--- config.mk ---
export PLATFORM = sky130hd
export DESIGN_NAME = misr_check_sequencer_flat
export DESIGN_NICKNAME = d
export VERILOG_FILES = /design/src/rtl/misr_check_pkg.sv /design/src/rtl/misr_check_sequencer_if.sv /design/src/rtl/misr_check_sequencer_inj_site_decoder.sv /design/src/rtl/misr_check_sequencer.sv /design/src/flat_wrapper.sv
export SDC_FILE = /design/constraint.sdc
export NUM_CORES = 1
export LEC_CHECK = 0
export CAP_MARGIN = 0
export CORE_UTILIZATION = 57
export DETAILED_ROUTE_END_ITERATION = 8
export PLACE_DENSITY = 0.82
export SYNTH_ARGS = -nofsm -noshare
export SYNTH_HDL_FRONTEND = slang
export SYNTH_SLANG_ARGS = --single-unit
--- constraint.sdc ---
create_clock -name clk -period 6.83 [get_ports clk]
set_input_delay 2.049 -clock clk [delete_from_list [all_inputs] [get_ports clk]]
set_output_delay 2.049 -clock clk [all_outputs]
set_load 0.03 [all_outputs]
--- src/rtl/misr_check_pkg.sv ---
// rtl/misr_check_pkg.sv - shared constants and FSM encoding for the MISR check sequencer
package misr_check_pkg;

  localparam int DEF_NUM_SITES = 8;
  localparam int DEF_SITE_W    = 4;
  localparam int DEF_MISR_W    = 6;
  localparam int DEF_CYC_W     = 8;
  localparam int DEF_DRAIN_CYC = 3;

  // Any inj_site at or above this value disables injection for the run.
  localparam int SITE_NONE  = DEF_NUM_SITES;
  localparam int RESET_HOLD = 2;

  typedef logic [2:0] state_t;

  localparam state_t ST_IDLE  = 3'd0;
  localparam state_t ST_RESET = 3'd1;
  localparam state_t ST_RUN   = 3'd2;
  localparam state_t ST_DRAIN = 3'd3;
  localparam state_t ST_CHECK = 3'd4;

endpackage

--- src/rtl/misr_check_sequencer_if.sv ---
// rtl/misr_check_sequencer_if.sv - harness/DUT-wrapper bundle seen by the check sequencer
interface misr_check_sequencer_if
  import misr_check_pkg::*;
#(
  parameter int NUM_SITES = DEF_NUM_SITES,
  parameter int SITE_W    = DEF_SITE_W,
  parameter int MISR_W    = DEF_MISR_W,
  parameter int CYC_W     = DEF_CYC_W
) ();

  logic                 start;
  logic                 abort;
  logic [CYC_W-1:0]     run_len;
  logic [SITE_W-1:0]    inj_site;
  logic [CYC_W-1:0]     inj_cycle;
  logic [MISR_W-1:0]    exp_sig;
  logic [MISR_W-1:0]    obs_sig;
  logic                 dut_rst;
  logic                 misr_rst;
  logic                 stim_en;
  logic [NUM_SITES-1:0] inj_e;
  logic                 busy;
  logic                 done;
  logic                 pass;
  logic                 aborted;

  modport master (
    output start, abort, run_len, inj_site, inj_cycle, exp_sig, obs_sig,
    input  dut_rst, misr_rst, stim_en, inj_e, busy, done, pass, aborted
  );

  modport slave (
    input  start, abort, run_len, inj_site, inj_cycle, exp_sig, obs_sig,
    output dut_rst, misr_rst, stim_en, inj_e, busy, done, pass, aborted
  );

endinterface

--- src/rtl/misr_check_sequencer_inj_site_decoder.sv ---
// rtl/misr_check_sequencer_inj_site_decoder.sv - binary site index to one-hot injection enable
module inj_site_decoder #(
  parameter int NUM_SITES = 8,
  parameter int SITE_W    = 4
) (
  input  logic [SITE_W-1:0]    site,
  input  logic                 en,
  output logic [NUM_SITES-1:0] onehot
);

  // Out-of-range indices simply never match a site, giving all-zero.
  always_comb begin
    onehot = '0;
    for (int i = 0; i < NUM_SITES; i++) begin
      onehot[i] = en && (site == SITE_W'(i));
    end
  end

endmodule

--- src/rtl/misr_check_sequencer.sv ---
// rtl/misr_check_sequencer.sv - sequences reset, stimulus, optional injection, drain and signature compare
module misr_check_sequencer
  import misr_check_pkg::*;
#(
  parameter int NUM_SITES = DEF_NUM_SITES,
  parameter int SITE_W    = DEF_SITE_W,
  parameter int MISR_W    = DEF_MISR_W,
  parameter int CYC_W     = DEF_CYC_W,
  parameter int DRAIN_CYC = DEF_DRAIN_CYC
) (
  input logic                   clk,
  input logic                   rst,
  misr_check_sequencer_if.slave bus
);

  state_t               state_q, state_d;
  logic [CYC_W-1:0]     cnt_q, cnt_d;
  logic [CYC_W-1:0]     run_len_q, run_len_d;
  logic [SITE_W-1:0]    inj_site_q, inj_site_d;
  logic [CYC_W-1:0]     inj_cycle_q, inj_cycle_d;
  logic [MISR_W-1:0]    exp_sig_q, exp_sig_d;
  logic                 dut_rst_q, dut_rst_d;
  logic                 misr_rst_q, misr_rst_d;
  logic                 stim_en_q, stim_en_d;
  logic [NUM_SITES-1:0] inj_e_q, inj_e_d;
  logic                 busy_q, busy_d;
  logic                 done_q, done_d;
  logic                 pass_q, pass_d;
  logic                 aborted_q, aborted_d;
  logic                 inj_hit;

  // Outputs are registered from the next state so they line up with the state they describe.
  always_comb begin
    state_d     = state_q;
    cnt_d       = cnt_q;
    run_len_d   = run_len_q;
    inj_site_d  = inj_site_q;
    inj_cycle_d = inj_cycle_q;
    exp_sig_d   = exp_sig_q;
    done_d      = 1'b0;
    pass_d      = pass_q;
    aborted_d   = aborted_q;

    case (state_q)
      ST_IDLE: begin
        if (bus.start) begin
          run_len_d   = bus.run_len;
          inj_site_d  = bus.inj_site;
          inj_cycle_d = bus.inj_cycle;
          exp_sig_d   = bus.exp_sig;
          pass_d      = 1'b0;
          aborted_d   = 1'b0;
          cnt_d       = '0;
          state_d     = ST_RESET;
        end
      end
      ST_RESET: begin
        if (cnt_q == CYC_W'(RESET_HOLD - 1)) begin
          cnt_d   = '0;
          state_d = (run_len_q == '0) ? ST_DRAIN : ST_RUN;
        end else begin
          cnt_d = cnt_q + 1'b1;
        end
      end
      ST_RUN: begin
        if ((cnt_q + 1'b1) == run_len_q) begin
          cnt_d   = '0;
          state_d = ST_DRAIN;
        end else begin
          cnt_d = cnt_q + 1'b1;
        end
      end
      ST_DRAIN: begin
        // The last drain cycle already carries the final signature, so compare here.
        if (cnt_q == CYC_W'(DRAIN_CYC - 1)) begin
          cnt_d   = '0;
          pass_d  = (bus.obs_sig == exp_sig_q);
          done_d  = 1'b1;
          state_d = ST_CHECK;
        end else begin
          cnt_d = cnt_q + 1'b1;
        end
      end
      ST_CHECK: begin
        state_d = ST_IDLE;
      end
      default: begin
        state_d = ST_IDLE;
      end
    endcase

    if (bus.abort && (state_q != ST_IDLE)) begin
      state_d   = ST_IDLE;
      cnt_d     = '0;
      done_d    = 1'b1;
      pass_d    = 1'b0;
      aborted_d = 1'b1;
    end

    dut_rst_d  = (state_d == ST_IDLE) || (state_d == ST_RESET);
    misr_rst_d = dut_rst_d;
    stim_en_d  = (state_d == ST_RUN);
    busy_d     = (state_d != ST_IDLE);
    inj_hit    = (state_d == ST_RUN) && (cnt_d == inj_cycle_q);
  end

  inj_site_decoder #(
    .NUM_SITES (NUM_SITES),
    .SITE_W    (SITE_W)
  ) u_inj_site_decoder (
    .site   (inj_site_q),
    .en     (inj_hit),
    .onehot (inj_e_d)
  );

  always_ff @(posedge clk) begin
    if (rst) begin
      state_q     <= ST_IDLE;
      cnt_q       <= '0;
      run_len_q   <= '0;
      inj_site_q  <= '0;
      inj_cycle_q <= '0;
      exp_sig_q   <= '0;
      dut_rst_q   <= 1'b1;
      misr_rst_q  <= 1'b1;
      stim_en_q   <= 1'b0;
      inj_e_q     <= '0;
      busy_q      <= 1'b0;
      done_q      <= 1'b0;
      pass_q      <= 1'b0;
      aborted_q   <= 1'b0;
    end else begin
      state_q     <= state_d;
      cnt_q       <= cnt_d;
      run_len_q   <= run_len_d;
      inj_site_q  <= inj_site_d;
      inj_cycle_q <= inj_cycle_d;
      exp_sig_q   <= exp_sig_d;
      dut_rst_q   <= dut_rst_d;
      misr_rst_q  <= misr_rst_d;
      stim_en_q   <= stim_en_d;
      inj_e_q     <= inj_e_d;
      busy_q      <= busy_d;
      done_q      <= done_d;
      pass_q      <= pass_d;
      aborted_q   <= aborted_d;
    end
  end

  assign bus.dut_rst  = dut_rst_q;
  assign bus.misr_rst = misr_rst_q;
  assign bus.stim_en  = stim_en_q;
  assign bus.inj_e    = inj_e_q;
  assign bus.busy     = busy_q;
  assign bus.done     = done_q;
  assign bus.pass     = pass_q;
  assign bus.aborted  = aborted_q;

endmodule
--- src/flat_wrapper.sv ---
// flat-port wrapper written by rule: the top's interface ports become plain ports
module misr_check_sequencer_flat import misr_check_pkg::*;
#(
  parameter int NUM_SITES = DEF_NUM_SITES,
  parameter int SITE_W    = DEF_SITE_W,
  parameter int MISR_W    = DEF_MISR_W,
  parameter int CYC_W     = DEF_CYC_W,
  parameter int DRAIN_CYC = DEF_DRAIN_CYC
)
  (clk, rst, bus_start, bus_abort, bus_run_len, bus_inj_site, bus_inj_cycle, bus_exp_sig, bus_obs_sig, bus_dut_rst, bus_misr_rst, bus_stim_en, bus_inj_e, bus_busy, bus_done, bus_pass, bus_aborted);
  misr_check_sequencer_if #(.NUM_SITES(NUM_SITES), .SITE_W(SITE_W), .MISR_W(MISR_W), .CYC_W(CYC_W)) bus_i ();
  input logic clk;
  input logic rst;
  input wire logic [$bits(bus_i.start)-1:0] bus_start;
  input wire logic [$bits(bus_i.abort)-1:0] bus_abort;
  input wire logic [$bits(bus_i.run_len)-1:0] bus_run_len;
  input wire logic [$bits(bus_i.inj_site)-1:0] bus_inj_site;
  input wire logic [$bits(bus_i.inj_cycle)-1:0] bus_inj_cycle;
  input wire logic [$bits(bus_i.exp_sig)-1:0] bus_exp_sig;
  input wire logic [$bits(bus_i.obs_sig)-1:0] bus_obs_sig;
  output wire logic [$bits(bus_i.dut_rst)-1:0] bus_dut_rst;
  output wire logic [$bits(bus_i.misr_rst)-1:0] bus_misr_rst;
  output wire logic [$bits(bus_i.stim_en)-1:0] bus_stim_en;
  output wire logic [$bits(bus_i.inj_e)-1:0] bus_inj_e;
  output wire logic [$bits(bus_i.busy)-1:0] bus_busy;
  output wire logic [$bits(bus_i.done)-1:0] bus_done;
  output wire logic [$bits(bus_i.pass)-1:0] bus_pass;
  output wire logic [$bits(bus_i.aborted)-1:0] bus_aborted;
  assign bus_i.start = bus_start;
  assign bus_i.abort = bus_abort;
  assign bus_i.run_len = bus_run_len;
  assign bus_i.inj_site = bus_inj_site;
  assign bus_i.inj_cycle = bus_inj_cycle;
  assign bus_i.exp_sig = bus_exp_sig;
  assign bus_i.obs_sig = bus_obs_sig;
  assign bus_dut_rst = bus_i.dut_rst;
  assign bus_misr_rst = bus_i.misr_rst;
  assign bus_stim_en = bus_i.stim_en;
  assign bus_inj_e = bus_i.inj_e;
  assign bus_busy = bus_i.busy;
  assign bus_done = bus_i.done;
  assign bus_pass = bus_i.pass;
  assign bus_aborted = bus_i.aborted;
  misr_check_sequencer #(.NUM_SITES(NUM_SITES), .SITE_W(SITE_W), .MISR_W(MISR_W), .CYC_W(CYC_W), .DRAIN_CYC(DRAIN_CYC)) u_core (.clk(clk), .rst(rst), .bus(bus_i));
endmodule
==> results.yml <==
placement:
  gp_congestion: 0.956
  port_buffers: 50
  dp_hpwl_mm: 5.60
floorplan:
  die_height_um: 74.6
  start_util_pct: 58.9
  die_w_um: 74.6
  row_count: 26
  coreArea_um2: 5110
  die_area_um2: 5570
  io_pins: 51
clock_network:
  numCtsBuffers: 5
  clkTransAtPathRegs_ns: 0.10
  clock_sinks: 51
  clockRootBuffer: "clkbuf_8"
  cts_resized: 0
  post_cts_buffers: 0
  hold_buffers: 0
  clk_latency_ns: 0.31
  cts_max_level: 2
  cts.path.max_buffers: 2
  cts_tree: "done"
logic_synthesis:
  syn_area_per_cell_um2: 7.77
  synth_fp_nets: 426
  synthFlopType: "dfxtp_1"
  synth.distinct_cells: 66
  yosysSeqAreaShare_pct: 33.9
  synth_top_area_share_pct: 33.9
  async_flop_share_pct: 0
  synth_warnings: 0
  syn_area_um2: 3010
  netlist_instances: 387
  synth_edf_count: 0
  yosysTopAreaCell: "dfxtp_1"
  synth-seq-cells: 51
  synth_area_leaders: "dfxtp_1, nand2_1, a21oi_1, nor2_1, xnor2_1"
critical_path:
  r2r_end: "u_core.bus.inj_e[3]$_SDFF_PP0_"
  critPathMaxFanout: 8
  arrival_ns: 5.15
  r2r_cells: 9
  required_ns: 7.09
  worstSetupPathType: "in2reg"
  critPathLaunchType: "primary input"
  ff2ff_setup_slack_ns: 2.74
  cp-startpoint: "bus_start"
  reg2reg_from: "u_core.cnt_q[0]$_SDFF_PP0_"
  cp-endpoint: "u_core.bus.inj_e[3]$_SDFF_PP0_"
  crit_path_end_kind: "flip-flop"
hold_path:
  hold_class: "reg2reg"
  hp-start: "u_core.inj_cycle_q[4]$_SDFFE_PP0P_"
global_routing:
  grt_pass1_wl_mm: 12.2
  antenna_found_initial: 0
  grt_overflow_total: 0
  grt_use_total_pct: 29.3
  first_global_vias: 2552
  grt_max_degree: 34
status:
  status: "completed"
drt:
  drc: 0
  drt_iter0_markers: 245
  vias_per_cell: 5.93
  vias: 2862
  routedWlPerCell_um: 16.1
  drt-total-wl_mm: 7.77
  ant_nets: 0
  firstDrtPassIters: 6
sta:
  hold_viol_final: 0
  post-route-min-period_ns: 4.89
  finalSetupTns_ns: 0
  rsz0062_at_grt: "no"
  final_max_slew_viol_count: 0
  worst_pin_slew_ns: 0.978
  period_share_pct: 71.5
  fmax_mhz: 205
  finalClockSkew_ns: 0.0103
  finalSetupViolations: 0
  maxSlewHeadroom_pct: 34.8
final_layout:
  antennaDiodeCount: 0
  fillerInstances: 435
  nets: 451
  utilization_pct: 69.5
  multi_input_area_um2: 1800
  layout-drive-gt1-share_pct: 7.02
  regArea_um2: 1020
  area_growth_syn_to_layout_pct: 17.9
power_and_ir_drop:
  vdd_drop_max_mv: 0.152
  p_leak_nw: 1.19
  power.density_nw_per_um2: 202
job:
  maxCapViolCount: 0
## sequential cells by signal, indices dropped and copies added (netlist names)
| register | flops |
|---|---|
| u_core.bus.inj_e | 8 |
| u_core.cnt_q | 8 |
| u_core.inj_cycle_q | 8 |
| u_core.run_len_q | 8 |
| u_core.exp_sig_q | 6 |
| u_core.inj_site_q | 4 |
| u_core.state_q | 3 |
| u_core.bus.aborted | 1 |
| u_core.bus.busy | 1 |
| u_core.bus.done | 1 |
| u_core.bus.dut_rst | 1 |
| u_core.bus.pass | 1 |
| u_core.bus.stim_en | 1 |
## Yosys cell counts (all sizes together) (3+ instances only)
library cell and count:
or4 4, buf 14, a2111oi 3, mux2 3, xnor2 12, a31oi 6, o21bai 4, nor2b 3
nor3 8, nor4b 3, nand2b 12, o22ai 4, nand2 69, ha 3, or3 6, nand3 8
clkbuf 19, a21oi 42, xor2 6, inv 10, nor2 33, dfxtp 51, mux2i 3, nor4 7
nor3b 3, o21ai 11
## power by group
group	switching (W)	leakage, nW	internal [W]
clock network	0.000111	0.0463	0.0000754
logic	0.000107	0.730	0.0000807
registers	0.0000252	0.416	0.000316
## placed cells by master (no fill, tap or decap), types with 4 or more instances in the layout
cell             synthesis  final
clkdlybuf4s50_1          0     50
xor2_1                   6      6
o21bai_1                 4      4
nor2_1                  33     33
o22ai_1                  4      4
nor3_1                   7      7
or4_1                    4      4
nor4_1                   5      5
nand3_1                  7      7
inv_1                   10     10
xnor2_1                 12     12
nand2b_1                11     11
a31oi_1                  5      5
a21oi_1                 42     42
nand2_1                 69     69
clkbuf_8                 0      5
dfxtp_1                 51     51
o21ai_0                  7      7
or3_1                    5      5
## routing by layer
layer / vias up / part of all wire, % / track usage (%)
met5: - / 0 / 0
met3: 24 / 6.3 / 5.09
met2: 125 / 46 / 46.6
met4: 0 / 3.0 / 12.6
li1: 1419 / - / -
met1: 1294 / 44 / 39.2
## area by class of cell
class	count	area share [%]
flip-flops and latches	51	28.8
clock inverters	3	0.776
repair buffers	51	14.3
clock buffers	5	1.94
multi-input cells	293	50.7
well taps	70	2.47
inverters	10	1.06
## kinds of logic after synthesis
logic type	Yosys count	share of synthesized area, %
and+or+nand+nor	169	29.2
AOI/OAI and AO/OA	97	22.0
DFF	51	33.9
buffers and inverters	43	6.32
xor gates and xnor gates	18	5.24
muxes	6	2.12
adders and majority gates	3	1.25
## critical path: stages
cell	delay (ns)
clkdlybuf4s50_1	0.49
or3_1	0.46
nand2b_2	0.18
a32o_1	0.24
o221ai_1	0.12
a2111oi_0	0.35
o311ai_0	0.17
or4_1	0.74
and4bb_1	0.34
## worst min-delay path by stage
stage,depth (start not counted),endpoint,slack [ns]
floorplan,2,u_core.inj_cycle_q[4]$_SDFFE_PP0P_,0.44
detailed placement,2,u_core.inj_cycle_q[4]$_SDFFE_PP0P_,0.46
finish,2,u_core.inj_cycle_q[4]$_SDFFE_PP0P_,0.47
global placement,2,u_core.inj_cycle_q[4]$_SDFFE_PP0P_,0.45
CTS,2,u_core.inj_cycle_q[4]$_SDFFE_PP0P_,0.47
global route,2,u_core.inj_cycle_q[4]$_SDFFE_PP0P_,0.50
## per-stage QoR
step	hold slack, ns	power, W	cell area, um2	cells	worst slack, ns
after global routing	0.496	0.000751	3550	483	1.76
after detailed placement	0.458	0.000533	3450	475	1.62
after CTS	0.472	0.000716	3550	483	1.96
after floorplan	0.436	0.000474	3010	387	2.42
after global placement	0.445	0.000530	3450	475	1.71
final	0.468	0.000715	3550	483	1.94
(Power assumes the default switching activity.)
